$ cat src/rtl/uart_rx_cfg.sv
// uart_rx_cfg: configurable serial receiver: 5..9 data bits LSB first, none/odd/even parity, 1 or 2 stop bits.
// Latency: rx_dv_out pulses 2 + H + (frame_bits-1)*clk_per_bit + 1 clk after the start edge, H = (clk_per_bit-1)/2.
// Backpressure: none; rx_out and both error flags hold their values until the next completed frame.
//
// Ports:
//   clk, rst           system clock (rising edge), asynchronous active-high reset
//   rx_serial_in       raw serial line, idles high, asynchronous to clk
//   rx_dv_out          one-cycle pulse when a frame completes (also for frames with errors)
//   rx_out             received data word, updated together with rx_dv_out
//   rx_parity_err_out  parity mismatch on the last completed frame
//   rx_frame_err_out   a stop bit was sampled low on the last completed frame
//   rx_busy_out        high whenever the receiver is not idle
module uart_rx_cfg #(
   parameter int clk_per_bit = 87,
   parameter int data_bits   = 8,
   parameter int parity_mode = 0,
   parameter int stop_bits   = 1
) (
   input  logic                 clk,
   input  logic                 rst,
   input  logic                 rx_serial_in,
   output logic                 rx_dv_out,
   output logic [data_bits-1:0] rx_out,
   output logic                 rx_parity_err_out,
   output logic                 rx_frame_err_out,
   output logic                 rx_busy_out
);

   localparam int CW = $clog2(clk_per_bit);
   localparam int BW = $clog2(data_bits);

   // The IDLE cycle that first sees rs low counts as the first cycle of the
   // half-bit wait, so START compares against H-1 to land the sample at t0+H.
   localparam logic [CW-1:0] HALF_M1   = CW'((clk_per_bit - 1) / 2 - 1);
   localparam logic [CW-1:0] BIT_LAST  = CW'(clk_per_bit - 1);
   localparam logic [BW-1:0] DATA_LAST = BW'(data_bits - 1);
   localparam logic [BW-1:0] STOP_LAST = BW'(stop_bits - 1);

   typedef enum logic [2:0] {
      IDLE,
      START,
      DATA,
      PARITY,
      STOP,
      DONE,
      WAIT_HIGH
   } state_t;

   state_t               state;
   state_t               state_nxt;
   logic                 rs_meta;
   logic                 rs;
   logic [CW-1:0]        clk_cnt;
   logic [BW-1:0]        bit_idx;
   logic [data_bits-1:0] shift_reg;
   logic                 par_bit;
   logic                 stop_err;
   logic                 half_hit;
   logic                 bit_hit;
   logic                 par_err;

   // Two-flop synchroniser; both stages reset to the idle (high) line level.
   always_ff @(posedge clk or posedge rst) begin
      if (rst) begin
         rs_meta <= 1'b1;
         rs      <= 1'b1;
      end else begin
         rs_meta <= rx_serial_in;
         rs      <= rs_meta;
      end
   end

   assign half_hit = (clk_cnt == HALF_M1);
   assign bit_hit  = (clk_cnt == BIT_LAST);

   // Parity check against the received data word and parity bit.
   always_comb begin
      par_err = 1'b0;
      if (parity_mode == 1) begin
         par_err = ~(^shift_reg ^ par_bit);
      end else if (parity_mode == 2) begin
         par_err = ^shift_reg ^ par_bit;
      end
   end

   // State register
   always_ff @(posedge clk or posedge rst) begin
      if (rst) begin
         state <= IDLE;
      end else begin
         state <= state_nxt;
      end
   end

   // Next-state logic
   always_comb begin
      state_nxt = state;
      case (state)
         IDLE: begin
            if (!rs) state_nxt = START;
         end
         START: begin
            // A line that is high again at mid start bit was a glitch.
            if (half_hit) state_nxt = rs ? IDLE : DATA;
         end
         DATA: begin
            if (bit_hit && (bit_idx == DATA_LAST)) begin
               state_nxt = (parity_mode != 0) ? PARITY : STOP;
            end
         end
         PARITY: begin
            if (bit_hit) state_nxt = STOP;
         end
         STOP: begin
            if (bit_hit && (bit_idx == STOP_LAST)) state_nxt = DONE;
         end
         DONE: begin
            // A line still low here is a break; wait for it to release so a
            // held-low line produces only the one frame-error frame.
            state_nxt = rs ? IDLE : WAIT_HIGH;
         end
         WAIT_HIGH: begin
            if (rs) state_nxt = IDLE;
         end
         default: state_nxt = IDLE;
      endcase
   end

   // Output logic
   always_comb begin
      rx_dv_out   = (state == DONE);
      rx_busy_out = (state != IDLE);
   end

   // Bit timing, shift register and output registers. The output word and
   // flags are written on the last stop sample so they are valid during DONE,
   // the same cycle rx_dv_out is high.
   always_ff @(posedge clk or posedge rst) begin
      if (rst) begin
         clk_cnt           <= '0;
         bit_idx           <= '0;
         shift_reg         <= '0;
         par_bit           <= 1'b0;
         stop_err          <= 1'b0;
         rx_out            <= '0;
         rx_parity_err_out <= 1'b0;
         rx_frame_err_out  <= 1'b0;
      end else begin
         case (state)
            IDLE: begin
               clk_cnt  <= '0;
               bit_idx  <= '0;
               stop_err <= 1'b0;
            end
            START: begin
               clk_cnt  <= half_hit ? '0 : clk_cnt + 1'b1;
               bit_idx  <= '0;
               stop_err <= 1'b0;
            end
            DATA: begin
               if (bit_hit) begin
                  clk_cnt   <= '0;
                  shift_reg <= {rs, shift_reg[data_bits-1:1]};
                  bit_idx   <= (bit_idx == DATA_LAST) ? '0 : bit_idx + 1'b1;
               end else begin
                  clk_cnt <= clk_cnt + 1'b1;
               end
            end
            PARITY: begin
               if (bit_hit) begin
                  clk_cnt <= '0;
                  par_bit <= rs;
               end else begin
                  clk_cnt <= clk_cnt + 1'b1;
               end
            end
            STOP: begin
               if (bit_hit) begin
                  clk_cnt <= '0;
                  if (bit_idx == STOP_LAST) begin
                     rx_out            <= shift_reg;
                     rx_parity_err_out <= par_err;
                     rx_frame_err_out  <= stop_err | ~rs;
                     bit_idx           <= '0;
                  end else begin
                     stop_err <= stop_err | ~rs;
                     bit_idx  <= bit_idx + 1'b1;
                  end
               end else begin
                  clk_cnt <= clk_cnt + 1'b1;
               end
            end
            default: begin
               clk_cnt <= '0;
            end
         endcase
      end
   end

endmodule

$ cat config.mk
export PLATFORM = sky130hd
export DESIGN_NAME = uart_rx_cfg
export DESIGN_NICKNAME = d
export VERILOG_FILES = /design/src/rtl/uart_rx_cfg.sv
export SDC_FILE = /design/constraint.sdc
export NUM_CORES = 1
export LEC_CHECK = 0
export BUFFER_PORTS_ARGS = -buffer_cell sky130_fd_sc_hd__buf_2
export CAP_MARGIN = 20
export CORE_MARGIN = 4
export CORE_UTILIZATION = 40
export DETAILED_ROUTE_END_ITERATION = 16
export GPL_TIMING_DRIVEN = 1
export SLEW_MARGIN = 20
export SYNTH_ARGS = -nofsm -noshare
export SYNTH_HDL_FRONTEND = slang
export SYNTH_SLANG_ARGS = --single-unit
$ cat constraint.sdc
create_clock -name clk -period 4 [get_ports clk]
set_clock_uncertainty 0.15 [all_clocks]
set_input_delay 0.2 -clock clk [delete_from_list [all_inputs] [get_ports clk]]
set_output_delay 0.2 -clock clk [all_outputs]
set_load 0.02 [all_outputs]
==> metrics.txt, run 1 <==
clk_lat worst skew 0.28 ns; critical path data arrival time 2.34 ns; status finished, final reports clean; routed wire length 2730 µm; post-cts resize count 0; row cnt 22; Synth area leader dfrtp_1; routability cong. 0.800; Slew headroom 0.607; nets 158; Period minus WS final 2.33 ns; CP Class reg -> reg; VDD IR max 0.221 mV; htree depth 2; initial drt markers 49; Max FO, Critical Path 10; Post-CTS Setup Inserts 0; worst hold path class reg -> reg; RSZ-0062 raised after global routing false; layout cells sized above 1 0.331; Pre-antenna DRT Iters 6; worst path required time 4.01 ns; setup TNS after final layout 0 ns; first-pass GRT wire length 4850 µm; Final ANT Viol Nets 0; Via density 5.17; core area 3740 µm²; Place WS 1.66 ns; synth unique cells 42; DRC 0; Max Clock Freq 429 MHz; WL/cell 13.7 µm; Hold Buf Count CTS 2; Setup crit end kind flop; fin worst setup slack 1.67 ns; Post-synth EDFFs 0; Mapped Nets 142; clk root buf clkbuf_8; syn_area_per_cell 11.8 µm²; initial core utilization 0.424; Hold Violations, Final 0; synthesis-to-layout area growth 14.6%; flops & latches, synth 33; initial antenna violation count 0; top cells by area, synth dfrtp_1 49%, mux2_2 11%, ha_1 3.9%, dfstp_2 3.3%, nor2_1 2.6%; fill count 360; GRT Residual Overflow 0; Critical Path Source Type flop; largest net degree at the start of global routing 29; Synth Flop Type dfrtp_1; PD cells 391 nW/µm²; Static Leakage 0.879 nW; CTS clk-pin slew, worst paths 0.06 ns; chip height 71.0 µm; Tot GR Track Use 0.120; max-cap check violation count 0; Yosys top cell area share 0.489; Mapped Cells 134; total CTS buffers 5; total die area 5040 µm²; max-slew violations 0; CTS sink count 33; routed via count 1028; Antenna diodes 0; Finish-stage setup viols 0; Async S/R FF share, synth 1.00; hpwl dp 1840 µm; maximum clock insertion buffer count 2; fin crit share 0.582; CTS tree done; mapped cell area 1590 µm²; PortBufs 13; register area share after synthesis 0.522; vias in the first global route 1051; Die W 71.0 µm; Yosys warnings 0; Worst-Margin Slew 0.587 ns; io pins 15
==> power breakdown <==
part / switching, mW / leakage (nW) / internal (mW) / total (mW)
registers: 0.0126 / 0.446 / 0.342 / 0.354
clock network: 0.117 / 0.0585 / 0.203 / 0.320
logic: 0.0217 / 0.375 / 0.0152 / 0.0368
==> layer usage <==
layer / part of all wire / wire length (µm) / global-route usage / vias up
li1: - / - / - / 504
met1: 0.49 / 1330 / 0.160 / 508
met2: 0.47 / 1280 / 0.183 / 14
met3: 0.034 / 94 / 0.0455 / 2
met4: 0.0059 / 16 / 0.0313 / 0
met5: 0 / 0 / 0 / -
==> Yosys cell counts, types with 2 or more instances <==
library cell and n:
o221a_2 2, a21oi_1 3, mux2_2 16, a31oi_1 3, nand3_1 2, nand2_1 2, o21a_1 5, a32oi_1 2
ha_1 5, nor2b_1 3, dfstp_2 2, and3_1 2, or3_2 2, xor2_1 3, and4bb_2 3, clkbuf_1 4
nor2_1 11, o21ai_0 4, dfrtp_1 31, inv_1 5, xnor2_1 3
==> kinds of logic (layout without fill, tap and decap cells) <==
kind of cell,after synthesis,in the layout,share of synthesized area
simple gates,38,38,0.151
flops,33,33,0.522
compound gates,22,22,0.0969
mux,16,16,0.113
buf+inv,12,29,0.0355
fa+ha+maj,6,6,0.0457
xor+xnor,6,6,0.0331
other cells,1,1,0.00236
==> critical path: stages, from the launching register on <==
cell and delay (ns):
dfrtp_1 0.40, inv_1 0.07, ha_1 0.23, nand2_1 0.09, or3b_1 0.52, nor2_2 0.37, mux2_2 0.38
==> cell usage in the layout, fill, tap and decap left out, types with 2 or more instances in the layout <==
| master | netlist | layout |
|---|---|---|
| o21a_1 | 5 | 5 |
| ha_1 | 5 | 5 |
| clkbuf_8 | 0 | 6 |
| buf_2 | 0 | 13 |
| nor2b_1 | 3 | 3 |
| dfstp_2 | 2 | 2 |
| and4bb_2 | 3 | 3 |
| o21ai_0 | 4 | 4 |
| nor2_1 | 11 | 11 |
| or3_2 | 2 | 2 |
| nand3_1 | 2 | 2 |
| dfrtp_1 | 31 | 31 |
| xor2_1 | 3 | 3 |
| a31oi_1 | 3 | 3 |
| a21oi_1 | 3 | 3 |
| a32oi_1 | 2 | 2 |
| nand2_1 | 2 | 2 |
| dlygate4sd3_1 | 0 | 2 |
| mux2_2 | 16 | 16 |
| o221a_2 | 2 | 2 |
| and3_1 | 2 | 2 |
| inv_1 | 5 | 5 |
| xnor2_1 | 3 | 3 |
==> stage by stage <==
step	hold slack [ns]	area, µm²	utilization	total power, mW	cells
floorplan	0.0545	1590	-	0.386	134
global placement	-0.0399	1680	0.450	0.394	189
detailed placement	-0.0369	1680	0.450	0.396	189
CTS	0.213	1820	0.486	0.717	199
global route	0.217	1820	0.486	0.742	199
finish	0.214	1820	0.486	0.711	199
==> layout make-up <==
| class | count | area, µm² | share of cell area |
|---|---|---|---|
| Clock buffer | 7 | 86.3 | 0.0475 |
| Clock inverter | 1 | 30.0 | 0.0165 |
| Inverter | 5 | 18.8 | 0.0103 |
| Multi-Input combinational cell | 89 | 703 | 0.387 |
| Sequential cell | 33 | 828 | 0.455 |
| Tap cell | 48 | 60.1 | 0.0330 |
| Timing Repair Buffer | 16 | 92.6 | 0.0509 |
==> path summary, 6_finish.rpt <==
check                                 from           end  slack, ns  cells past startpoint
worst max-delay path            clk_cnt[0]  shift_reg[4]       1.67                      6
worst min-delay path               rs_meta            rs       0.21                      0
worst max register to register  clk_cnt[0]  shift_reg[4]       1.67                      6
worst min register to register     rs_meta            rs       0.21                      0
max in group asynchronous              rst            rs       2.83                      4
min in group asynchronous              rst     rx_out[6]       0.22                      3
(Power assumes the default switching activity.)
==> run 2: changes to the inputs <==
==> constraint.sdc (replaced) <==
create_clock -name clk -period 1.9 [get_ports clk]
set_clock_uncertainty 0.15 [all_clocks]
set_input_delay 0.095 -clock clk [delete_from_list [all_inputs] [get_ports clk]]
set_output_delay 0.095 -clock clk [all_outputs]
set_load 0.02 [all_outputs]
==> metrics.txt, run 2 (synthesis results as in run 1) <==
status finished, violations left (was finished, final reports clean); failing checks negative setup slack; Placed Cells 206 (was 189); CTS clk-pin slew, worst paths 0.07 ns (was 0.06 ns); final core utilization 0.549 (was 0.486); clk_lat worst skew 0.29 ns (was 0.28 ns); initial core utilization 0.424 (unchanged); RSZ-0062 raised after global routing true (was false); synthesis-to-layout area growth 29.6% (was 14.6%); worst hold path class reg -> reg (unchanged); GRT Residual Overflow 0 (unchanged); Tot GR Track Use 0.129 (was 0.120); row cnt 22 (unchanged); clk root buf clkbuf_8 (unchanged); routed via count 1116 (was 1028); CP Class reg -> reg (unchanged); WL/cell 13.5 µm (was 13.7 µm); PD cells 665 nW/µm² (was 391 nW/µm²); Via density 5.10 (was 5.17); setup TNS after final layout -0.690 ns (was 0 ns); max-cap check violation count 0 (unchanged); initial drt markers 52 (was 49); CTS tree done (unchanged); routed wire length 2960 µm (was 2730 µm); total CTS buffers 5 (unchanged); CP max stage delay 0.50 ns (was 0.52 ns); hpwl dp 2030 µm (was 1840 µm); CTS sink count 33 (unchanged); fin worst setup slack -0.0725 ns (was 1.67 ns); total die area 5040 µm² (unchanged); first-pass GRT wire length 5140 µm (was 4850 µm); io pins 15 (unchanged); Setup crit end kind flop (unchanged); Die W 71.0 µm (unchanged); Pre-antenna DRT Iters 4 (was 6); worst path required time 1.97 ns (was 4.01 ns); nets 178 (was 158); Final ANT Viol Nets 0 (unchanged); htree depth 2 (unchanged); Critical Path Source Type flop (unchanged); core area 3740 µm² (unchanged); vias in the first global route 1123 (was 1051); critical path data arrival time 2.04 ns (was 2.34 ns); Static Leakage 0.989 nW (was 0.879 nW); slowest stage cell, crit path or4b_4 (was or3b_1); commonest non-fill, non-tap cells in the layout 31 x dfrtp_1, 19 x buf_4, 13 x buf_2, 11 x nor2_1 (was 31 x dfrtp_1, 16 x mux2_2, 13 x buf_2, 11 x nor2_1, 6 x clkbuf_8); max-slew violations 0 (unchanged); layout cells sized above 1 0.474 (was 0.331); chip height 71.0 µm (unchanged); VDD IR max 0.462 mV (was 0.221 mV); Period minus WS final 1.97 ns (was 2.33 ns); maximum clock insertion buffer count 2 (unchanged); Hold Violations, Final 0 (unchanged); largest net degree at the start of global routing 34 (was 29); routability cong. 0.712 (was 0.800); DRC 0 (unchanged); PortBufs 13 (unchanged); fin crit share 1.04 (was 0.582); most common cell after layout, fill and taps aside dfrtp_1 (unchanged); Finish-stage setup viols 12 (was 0); Max FO, Critical Path 7 (was 10); Place WS -0.233 ns (was 1.66 ns); Max Clock Freq 507 MHz (was 429 MHz); worst hold margin 0.208 ns (was 0.214 ns); Antenna diodes 0 (unchanged); final non-filler cell total 219 (was 199); CP Cell Sequence and4bb_2, or3b_4, or4b_4, a21oi_2 (was inv_1, ha_1, nand2_1, or3b_1, nor2_2, mux2_2); initial antenna violation count 0 (unchanged)
## run 2: cell count changes in the layout (fill, tap and decap cells not counted), sizes merged
cell,change
clkbuf,-2
clkinvlp,+1
clkinv,+2
bufinv,-1
buf,+20
## run 2: power breakdown
group | switching, mW | internal [mW] | total (mW) | leakage, nW
sequential | 0.0105 | 0.720 | 0.730 | 0.446
clock | 0.257 | 0.252 | 0.509 | 0.0439
combinational | 0.0710 | 0.0575 | 0.128 | 0.499
## run 2: what timing repair did
action,4_1_cts,5_1_grt
pin swaps,6,3
endpoints found under the setup margin,20,27
gates resized for setup,15,6
hold buffers,2,0
hold endpoints to repair,32,0
setup buffers,3,0
## run 2: final cells by class
class | instances | area (µm²)
Fill cell | 334 | 1690
Sequential cell | 33 | 828
Multi-Input combinational cell | 89 | 796
Timing Repair Buffer | 36 | 268
Clock buffer | 5 | 68.8
Tap cell | 48 | 60.1
Inverter | 5 | 18.8
Clock inverter | 3 | 17.5
## run 2: final timing paths
kind	from	endpoint	slack [ns]	cells past startpoint
max in group asynchronous	rst	rs	0.99	4
hold reg to reg	rs_meta	rs	0.21	0
min in group asynchronous	rst	clk_cnt[3]	0.28	4
setup / recovery	clk_cnt[3]	stop_err	-0.07	4
hold / removal	rs_meta	rs	0.21	0
setup reg to reg	clk_cnt[3]	stop_err	-0.07	4
## run 2: worst max-delay path, delay by kind of cell (launching register included)
kind | cells | cell delay, ns
simple gates | 3 | 1.25
compound gates | 1 | 0.12
flops | 1 | 0.38
## run 2: stage by stage
stage / total power [mW] / instance area [µm²]
after floorplan: 0.813 / 1590
after global placement: 0.850 / 1830
after detailed placement: 0.853 / 1830
after CTS: 1.39 / 2040
after global routing: 1.44 / 2060
final: 1.37 / 2060
## run 2: metal layers
| metal | global-route usage | part of all wire | vias to the layer above |
|---|---|---|---|
| met5 | 0 | 0 | - |
| li1 | - | - | 549 |
| met4 | 0.0501 | 0.010 | 0 |
| met3 | 0.0440 | 0.041 | 4 |
| met1 | 0.167 | 0.48 | 541 |
| met2 | 0.200 | 0.47 | 22 |
